`config.mk`:
```
export PLATFORM = sky130hd
export DESIGN_NAME = snake_dir_input
export DESIGN_NICKNAME = d
export VERILOG_FILES = /design/src/rtl/snake_dir_input_pkg.sv /design/src/rtl/snake_dir_input_btn_debounce.sv /design/src/rtl/snake_dir_input.sv
export SDC_FILE = /design/constraint.sdc
export NUM_CORES = 1
export LEC_CHECK = 0
export ABC_CLOCK_PERIOD_IN_PS = 2570
export CAP_MARGIN = 40
export CORE_ASPECT_RATIO = 0.75
export CORE_UTILIZATION = 50
export CTS_BUF_LIST = sky130_fd_sc_hd__clkbuf_8
export DETAILED_ROUTE_END_ITERATION = 6
export DONT_BUFFER_PORTS = 1
export HOLD_SLACK_MARGIN = 0.06
export PLACE_DENSITY = 0.7
export SKIP_LAST_GASP = 1
export SLEW_MARGIN = 10
export SYNTH_ARGS = -nofsm -noshare
export SYNTH_HDL_FRONTEND = slang
export SYNTH_HIERARCHICAL = 1
export SYNTH_SLANG_ARGS = --single-unit
export TNS_END_PERCENT = 50
```
`constraint.sdc`:
```
create_clock -name clk -period 2.57 [get_ports clk]
set_clock_uncertainty 0.15 [all_clocks]
set_input_delay 0.514 -clock clk [delete_from_list [all_inputs] [get_ports clk]]
set_output_delay 0.514 -clock clk [all_outputs]
set_load 0.01 [all_outputs]
```
`src/rtl/snake_dir_input_pkg.sv`:
```
// snake_pkg: direction encoding, button indices and the press-to-direction helpers for snake_dir_input.
package snake_pkg;
  typedef enum logic [1:0] {
    DIR_LEFT  = 2'b00,
    DIR_DOWN  = 2'b01,
    DIR_UP    = 2'b10,
    DIR_RIGHT = 2'b11
  } dir_t;
  localparam int BTN_LEFT  = 0;
  localparam int BTN_DOWN  = 1;
  localparam int BTN_UP    = 2;
  localparam int BTN_RIGHT = 3;
  function automatic dir_t dir_opposite(input dir_t d);
    return dir_t'(~d);
  endfunction
  // Simultaneous presses resolve right > left > down > up.
  function automatic dir_t btn_to_dir(input logic [3:0] b);
    return b[BTN_RIGHT] ? DIR_RIGHT : b[BTN_LEFT] ? DIR_LEFT : b[BTN_DOWN] ? DIR_DOWN : DIR_UP;
  endfunction
endpackage

```
`src/rtl/snake_dir_input_btn_debounce.sv`:
```
// btn_debounce: 2-flop synchroniser plus stable-count debounce for one button bit.
module btn_debounce #(
  parameter int DEBOUNCE_CYCLES = 500000,
  parameter int CNT_W = $clog2(DEBOUNCE_CYCLES + 1)
) (
  input  logic clk,
  input  logic rst_n,
  input  logic raw,
  output logic level
);
  logic s1, s2;
  logic [CNT_W-1:0] cnt;
  always_ff @(posedge clk or negedge rst_n) begin
    if (!rst_n) begin
      s1 <= 1'b0;
      s2 <= 1'b0;
      cnt <= '0;
      level <= 1'b0;
    end else begin
      s1 <= raw;
      s2 <= s1;
      if (s2 == level) cnt <= '0;
      else if (cnt == CNT_W'(DEBOUNCE_CYCLES - 1)) begin
        level <= s2;
        cnt <= '0;
      end else cnt <= cnt + 1'b1;
    end
  end
endmodule

```
`src/rtl/snake_dir_input.sv`:
```
// snake_dir_input: debounced buttons to a committed snake direction; SNAKE_DIR_QUEUE_EN selects a 2-entry turn FIFO.
module snake_dir_input
  import snake_pkg::*;
#(
  parameter int DEBOUNCE_CYCLES = 500000,
  parameter int CNT_W = $clog2(DEBOUNCE_CYCLES + 1)
) (
  input  logic       clk,
  input  logic       rst_n,
  input  logic [3:0] btn_raw,
  input  logic       move_tick,
  output logic [1:0] dir,
  output logic       dir_changed,
  output logic       pending_valid,
  output logic [3:0] btn_level
);
  genvar i;
  generate
    for (i = 0; i < 4; i++) begin : g_db
      btn_debounce #(.DEBOUNCE_CYCLES(DEBOUNCE_CYCLES), .CNT_W(CNT_W)) u_db (
        .clk(clk), .rst_n(rst_n), .raw(btn_raw[i]), .level(btn_level[i])
      );
    end
  endgenerate
  logic [3:0] level_q, press;
  logic press_any, commit;
  dir_t cur, pd, head;
  assign press = btn_level & ~level_q;
  assign press_any = |press;
  assign pd = btn_to_dir(press);
  assign dir = cur;
  // The tick only ever sees the entry held before this cycle's press.
  assign commit = move_tick && pending_valid && head != cur && head != dir_opposite(cur);
  always_ff @(posedge clk or negedge rst_n) begin
    if (!rst_n) begin
      level_q <= '0;
      cur <= DIR_RIGHT;
      dir_changed <= 1'b0;
    end else begin
      level_q <= btn_level;
      dir_changed <= commit;
      if (commit) cur <= head;
    end
  end
`ifdef SNAKE_DIR_QUEUE_EN
  dir_t q [2];
  dir_t n_q [2];
  logic [1:0] cnt, n_cnt;
  assign head = q[0];
  assign pending_valid = cnt != 2'd0;
  always_comb begin
    n_q = q;
    n_cnt = cnt;
    if (move_tick && pending_valid) begin
      n_q[0] = q[1];
      n_cnt = cnt - 2'd1;
    end
    if (press_any) begin
      if (n_cnt == 2'd2) n_q[1] = pd;
      else begin
        n_q[n_cnt[0]] = pd;
        n_cnt = n_cnt + 2'd1;
      end
    end
  end
  always_ff @(posedge clk or negedge rst_n) begin
    if (!rst_n) begin
      q[0] <= DIR_LEFT;
      q[1] <= DIR_LEFT;
      cnt <= 2'd0;
    end else begin
      q <= n_q;
      cnt <= n_cnt;
    end
  end
`else
  dir_t pend;
  logic pv;
  assign head = pend;
  assign pending_valid = pv;
  always_ff @(posedge clk or negedge rst_n) begin
    if (!rst_n) begin
      pend <= DIR_LEFT;
      pv <= 1'b0;
    end else if (press_any) begin
      pend <= pd;
      pv <= 1'b1;
    end else if (move_tick) pv <= 1'b0;
  end
`endif
endmodule
```
==> impl_metrics.csv <==
group,metric,value,unit
floorplan,core_area,9080,sq um
worst_setup_path,crit_slowest_cell,"or4_4",
synth,synth_seq_cells,98,
cts,cts_tree,"built",
power,p_per_area,508,nW/um^2
layout,fin_nets,473,
floorplan,die_h,86.0,microns
route,drc,0,
synth,synth_fp_nets,459,
floorplan,start_util,51.8,%
worst_setup_path,critPathMaxFanout,8,
floorplan,io_pins,15,
route,routed_wl,7.99,mm
global_route,antenna_found_initial,0,
sta,slew_viol_final,0,
synth,synth_xor_area_share,11.7,%
floorplan,num_rows,30,
cts,h-tree-depth,3,
synth,synth.yosys.warnings,6,
route,drtAntennaViolNets,0,
sta,min_period,2170,ps
sta,grt_setup_unrepaired,"no",
worst_setup_path,critical_path_class,"reg2reg",
place,gp_congestion,0.890,
route,via_per_inst,5.33,
place,port_buffers,0,
cts,cts.path.max_buffers,2,
cts,cts_resized,0,
layout,fin_util,56.1,%
sta,period_share,84.3,%
route,wl_per_cell,13.4,microns
power,vdd_ir_drop_max,481,uV
job,drv_cap,0,
floorplan,die_width,114,microns
synth,synth_ff_type,"dfrtp_1",
place,dp.cells,575,
worst_setup_path,slowest_delay,600,ps
sta,hold_viol_final,98,
cts,cts_hold_buf,4,
synth,async_flop_share,100,%
cts,root_buffer,"clkbuf_8",
sta,finalSetupViolCount,0,
route,drtPass1Iterations,5,
synth,synth_edf_count,0,
worst_setup_path,ff2ff_setup_slack,400,ps
global_route,grt_pass1_vias,3022,
synth,syn_avg_cell_area,10.5,sq um
power,leakage,2.05,nW
worst_setup_path,cp.required,2710,ps
global_route,grt_pass1_wl,14.0,mm
worst_setup_path,r2r-start,"g_db[2].u_db/cnt[0]",
global_route,overflow,0,
layout,antenna_cells,0,
cts,path_clk_slew,100,ps
global_route,grt_max_degree,99,
sta,max_freq,461,MHz
route,detail_route.iter0.violations,246,
cts,clk_latency,360,ps
synth,synth_area,4700,sq um
worst_setup_path,critPathArrivalTime,2310,ps
layout,final_common_cell,"dfrtp_1",
floorplan,die_area,9810,sq um
synth,ys_seq_area_share,52.2,%
layout,stdcell_count,595,
status,status,"finished, violations left",
worst_setup_path,start_kind,"register",
worst_setup_path,end_kind,"register",
sta,fin_setup_tns,0,ps
min_path,min_path_type,"in2async",
synth,synth_top_family_by_area,"simple AND/OR/NAND/NOR gates",
sta,worst_pin_slew,471,ps
status,failed_checks,"hold timing",
sta,maxSlewHeadroom,68.5,%
worst_setup_path,r2r_cells,5,
synth,synth_adder_area_share,1.06,%
synth,synth_compound_area_share,4.87,%
layout,layout_common_cells,"dfrtp_1, nor2_1, xnor2_1",
worst_setup_path,path_cells,"ha_1 -> nand4_4 -> or4_4 -> or3_1 -> a21oi_1",
global_route,grtUsageTotal,18.1,%
synth,synthMuxAreaShare,2.45,%
layout,layout-drive-gt1-share,10.3,%
sta,whs,-310,ps
cts,cts_buffers,9,
synth,yosysUniqueCellTypes,30,
place,dp_hpwl,5.60,mm
cts,postCtsSetupBuffers,0,
worst_setup_path,r2r-end,"g_db[2].u_db/cnt[18]",
cts,cts.sinks,98,
synth,syn_inst,448,
layout,area_delta_synth_final,8.24,%
synth,synthSimpleGateAreaFrac,25.0,%
route,vias,3170,
[synthesized netlist by cell type, drive strengths merged (8+ instances only)]
cell type / number / area (sq um)
dfrtp: 96 / 2400
nor2: 77 / 289
xnor2: 54 / 473
nand3: 28 / 140
nor4: 24 / 175
nand2: 22 / 82.6
inv: 21 / 78.8
nand4: 20 / 185
nor3: 16 / 80.1
a21oi: 13 / 65.1
o21ai: 9 / 45.0
xor2: 9 / 78.8
buf: 8 / 50.1
or3: 8 / 50.1
[metrics by stage]
stage          hold WS (ps)  setup WS, ps  instance area, sq um  total power [mW]
4_1_cts                -346           389                  5090              2.63
3_3_place_gp           71.5           452                  4870              1.68
5_1_grt                -356           245                  5090              2.70
6_report               -310           403                  5090              2.59
2_1_floorplan          68.4           551                  4700              1.67
3_5_place_dp           70.8           406                  4870              1.69
[layout make-up]
| type | instances | area [sq um] |
|---|---|---|
| Fill cell | 827 | 3990 |
| Multi-Input combinational cell | 321 | 2120 |
| Clock inverter | 7 | 61.3 |
| Sequential cell | 98 | 2450 |
| Inverter | 21 | 78.8 |
| Tap cell | 128 | 160 |
| Clock buffer | 9 | 124 |
| Timing Repair Buffer | 11 | 92.6 |
[report_power, final]
group	switching (mW)	internal (mW)	leakage [nW]
sequential	0.0244	1.56	1.33
combinational	0.0399	0.0341	0.619
clock	0.555	0.369	0.0948
total	0.620	1.97	2.05
[worst max path at each step]
| stage | from | slack (ps) | endpoint |
|---|---|---|---|
| 6_report | g_db[2].u_db/cnt[0] | 400 | g_db[2].u_db/cnt[18] |
| 3_3_place_gp | g_db[2].u_db/cnt[0] | 450 | g_db[2].u_db/cnt[16] |
| 2_1_floorplan | g_db[0].u_db/cnt[0] | 550 | g_db[0].u_db/cnt[16] |
| 5_1_grt | g_db[3].u_db/cnt[0] | 250 | g_db[3].u_db/cnt[16] |
| 4_1_cts | g_db[2].u_db/cnt[0] | 390 | g_db[2].u_db/cnt[16] |
| 3_5_place_dp | g_db[1].u_db/cnt[0] | 410 | g_db[1].u_db/cnt[16] |
[sequential cells by signal (all words and copies together) (netlist names)]
signal	count
g_db.u_db/level	4
g_db.u_db/s2	4
g_db.u_db/cnt	76
level_q	4
dir_changed	1
g_db.u_db/s1	4
head	2
pending_valid	1
dir	2
[critical path, delay by kind of cell (launching register included)]
family,cells,cell delay [ps]
simple gates,3,1110
compound gates,1,140
flops,1,420
fa+ha+maj,1,280
[metal layers]
layer | share of wire, % | up-vias | GRT usage (%) | wire length, microns
li1 | - | 1567 | - | -
met4 | 0.83 | 0 | 5.31 | 66
met1 | 51 | 1538 | 25.6 | 4090
met2 | 44 | 58 | 27.4 | 3500
met3 | 4.2 | 7 | 4.81 | 338
met5 | 0 | - | 0 | 0
[logic make-up after synthesis]
logic type / after synthesis
xor+xnor: 63
fa+ha+maj: 4
compound gates: 27
mux: 10
simple gates: 217
buf+inv: 29
flops: 98
Power figures use the tool's default switching activity.
==> edit: new RTL, same settings <==
`DEBOUNCE_CYCLES` is set to 500000 in 2 places; all go to 125000.
--- a/src/rtl/snake_dir_input_btn_debounce.sv
+++ b/src/rtl/snake_dir_input_btn_debounce.sv
@@ -1,5 +1,5 @@
 // btn_debounce: 2-flop synchroniser plus stable-count debounce for one button bit.
 module btn_debounce #(
-  parameter int DEBOUNCE_CYCLES = 500000,
+  parameter int DEBOUNCE_CYCLES = 125000,
   parameter int CNT_W = $clog2(DEBOUNCE_CYCLES + 1)
 ) (
--- a/src/rtl/snake_dir_input.sv
+++ b/src/rtl/snake_dir_input.sv
@@ -3,5 +3,5 @@
   import snake_pkg::*;
 #(
-  parameter int DEBOUNCE_CYCLES = 500000,
+  parameter int DEBOUNCE_CYCLES = 125000,
   parameter int CNT_W = $clog2(DEBOUNCE_CYCLES + 1)
 ) (
Behaviour: same outputs for any inputs over 10 cycles, from zero or initial values and one cycle with rst_n low; that may be too few to reach the edited logic, so the function may still have changed.
==> edit against the unedited design <==
  * Sequential cell count decreased by 8
  * Design area decreased by 11%
  * Worst setup slack improved by 0.16 ns
  * Routed wire length decreased by 11%
  * Hold slack got worse by 0.0077 ns
  * Power decreased by 0.70%
  * The flow still finishes with violations (negative hold slack)
  * Synthesized area decreased by 12%
  * Largest power group unchanged
  * Critical path depth unchanged
==> edit: results (changes against the unedited design) <==
Status
  – Status: finished, violations left
  – Failing checks: negative hold slack

Logic synthesis
  – Syn Nets: 395 (-14%)
  – Post-synthesis cell count: 384 (-14%)
  – Mux share of post-synthesis cell area: 1.81% (-0.64 points)
  – Register area share after synthesis: 54.3% (+2.1 points)
  – XOR/XNOR Fraction of Synth Area: 12.4% (+0.71 points)
  – Yosys cell types: 34 (+13%)
  – Post-synthesis adder-cell area fraction: 1.20% (+0.14 points)

Final layout
  – Layout Cells excl Fill: 501 (-16%)
  – Fillers: 666 (-19%)
  – Layout cells sized above 1: 11.4% (+1.1 points)

Timing
  – Final Worst Setup Slack: 0.568 ns (+0.165 ns)
  – Slew headroom: 60.2% (-8.3 points)
  – Hold_ws: -0.318 ns (-0.00772 ns)
  – Endpoints failing hold: 90 (-8.2%)

Global route
  – GRT Total Usage: 18.4% (+0.32 points)
  – Global-route wire length before repair: 12.2 mm (-13%)
  – Vias in the first global route: 2530 (-16%)

Power
  – Leak pwr: 0.00192 µW (-6.0%)
  – P_clk: 1060 µW (+15%)
  – Switching share of power: 21.8% (-2.1 points)
  – Internal: 2010 µW (+2.1%)
  – Sequential Power Share: 56.7% (-4.7 points)

Worst setup path
  – Slowest-stage cell, CP: or4_1
  – Worst Setup SP: g_db[3].u_db/cnt[0]
  – Crit-path max FO: 5 (-3)
  – Crit Reg-Reg Startpoint: g_db[3].u_db/cnt[0]

Place
  – Area after DPL: 0.00425 mm² (-13%)
  – Placer Congestion: 0.842 (-5.4%)
  – Pre-CTS setup slack: 0.600 ns (+0.194 ns)

Detailed routing
  – Via count: 2805 (-12%)
  – First DRT Iteration DRCs: 131 (-47%)
  – First drt pass iteration count: 4 (-1)
-- edit: cell types whose count changed after synthesis, sizes merged, moves of 12 or more --
cell	before	now
nor2	77	57
inv	21	9
nor4	24	8
xnor2	54	26
xor2	9	33
and3	1	13
-- edit: worst reg2reg max path, delay by kind of cell, from the launching register on --
| kind | cells | cell delay [ns] |
|---|---|---|
| compound gates | 1 | 0.17 |
| simple gates | 3 | 0.95 |
| flops | 1 | 0.40 |
| fa+ha+maj | 1 | 0.26 |
-- edit: metal layers --
metal  vias to the layer above  part of all wire, %  GRT usage, %
met2                        40                   43          26.4
met5                         -                    0             0
li1                       1375                    -             -
met4                         0                  1.4          6.58
met3                        10                  4.3          6.34
met1                      1380                   51          26.0
-- edit: layout make-up --
class,count,area [µm²],share of cell area (%)
sequential,90,2250,50.0
multi-input combinational,277,1830,40.6
tap,105,131,2.92
clock buffer,9,124,2.75
clock inverter,7,92.6,2.05
timing repair buffer,4,40.0,0.888
inverter,9,33.8,0.750
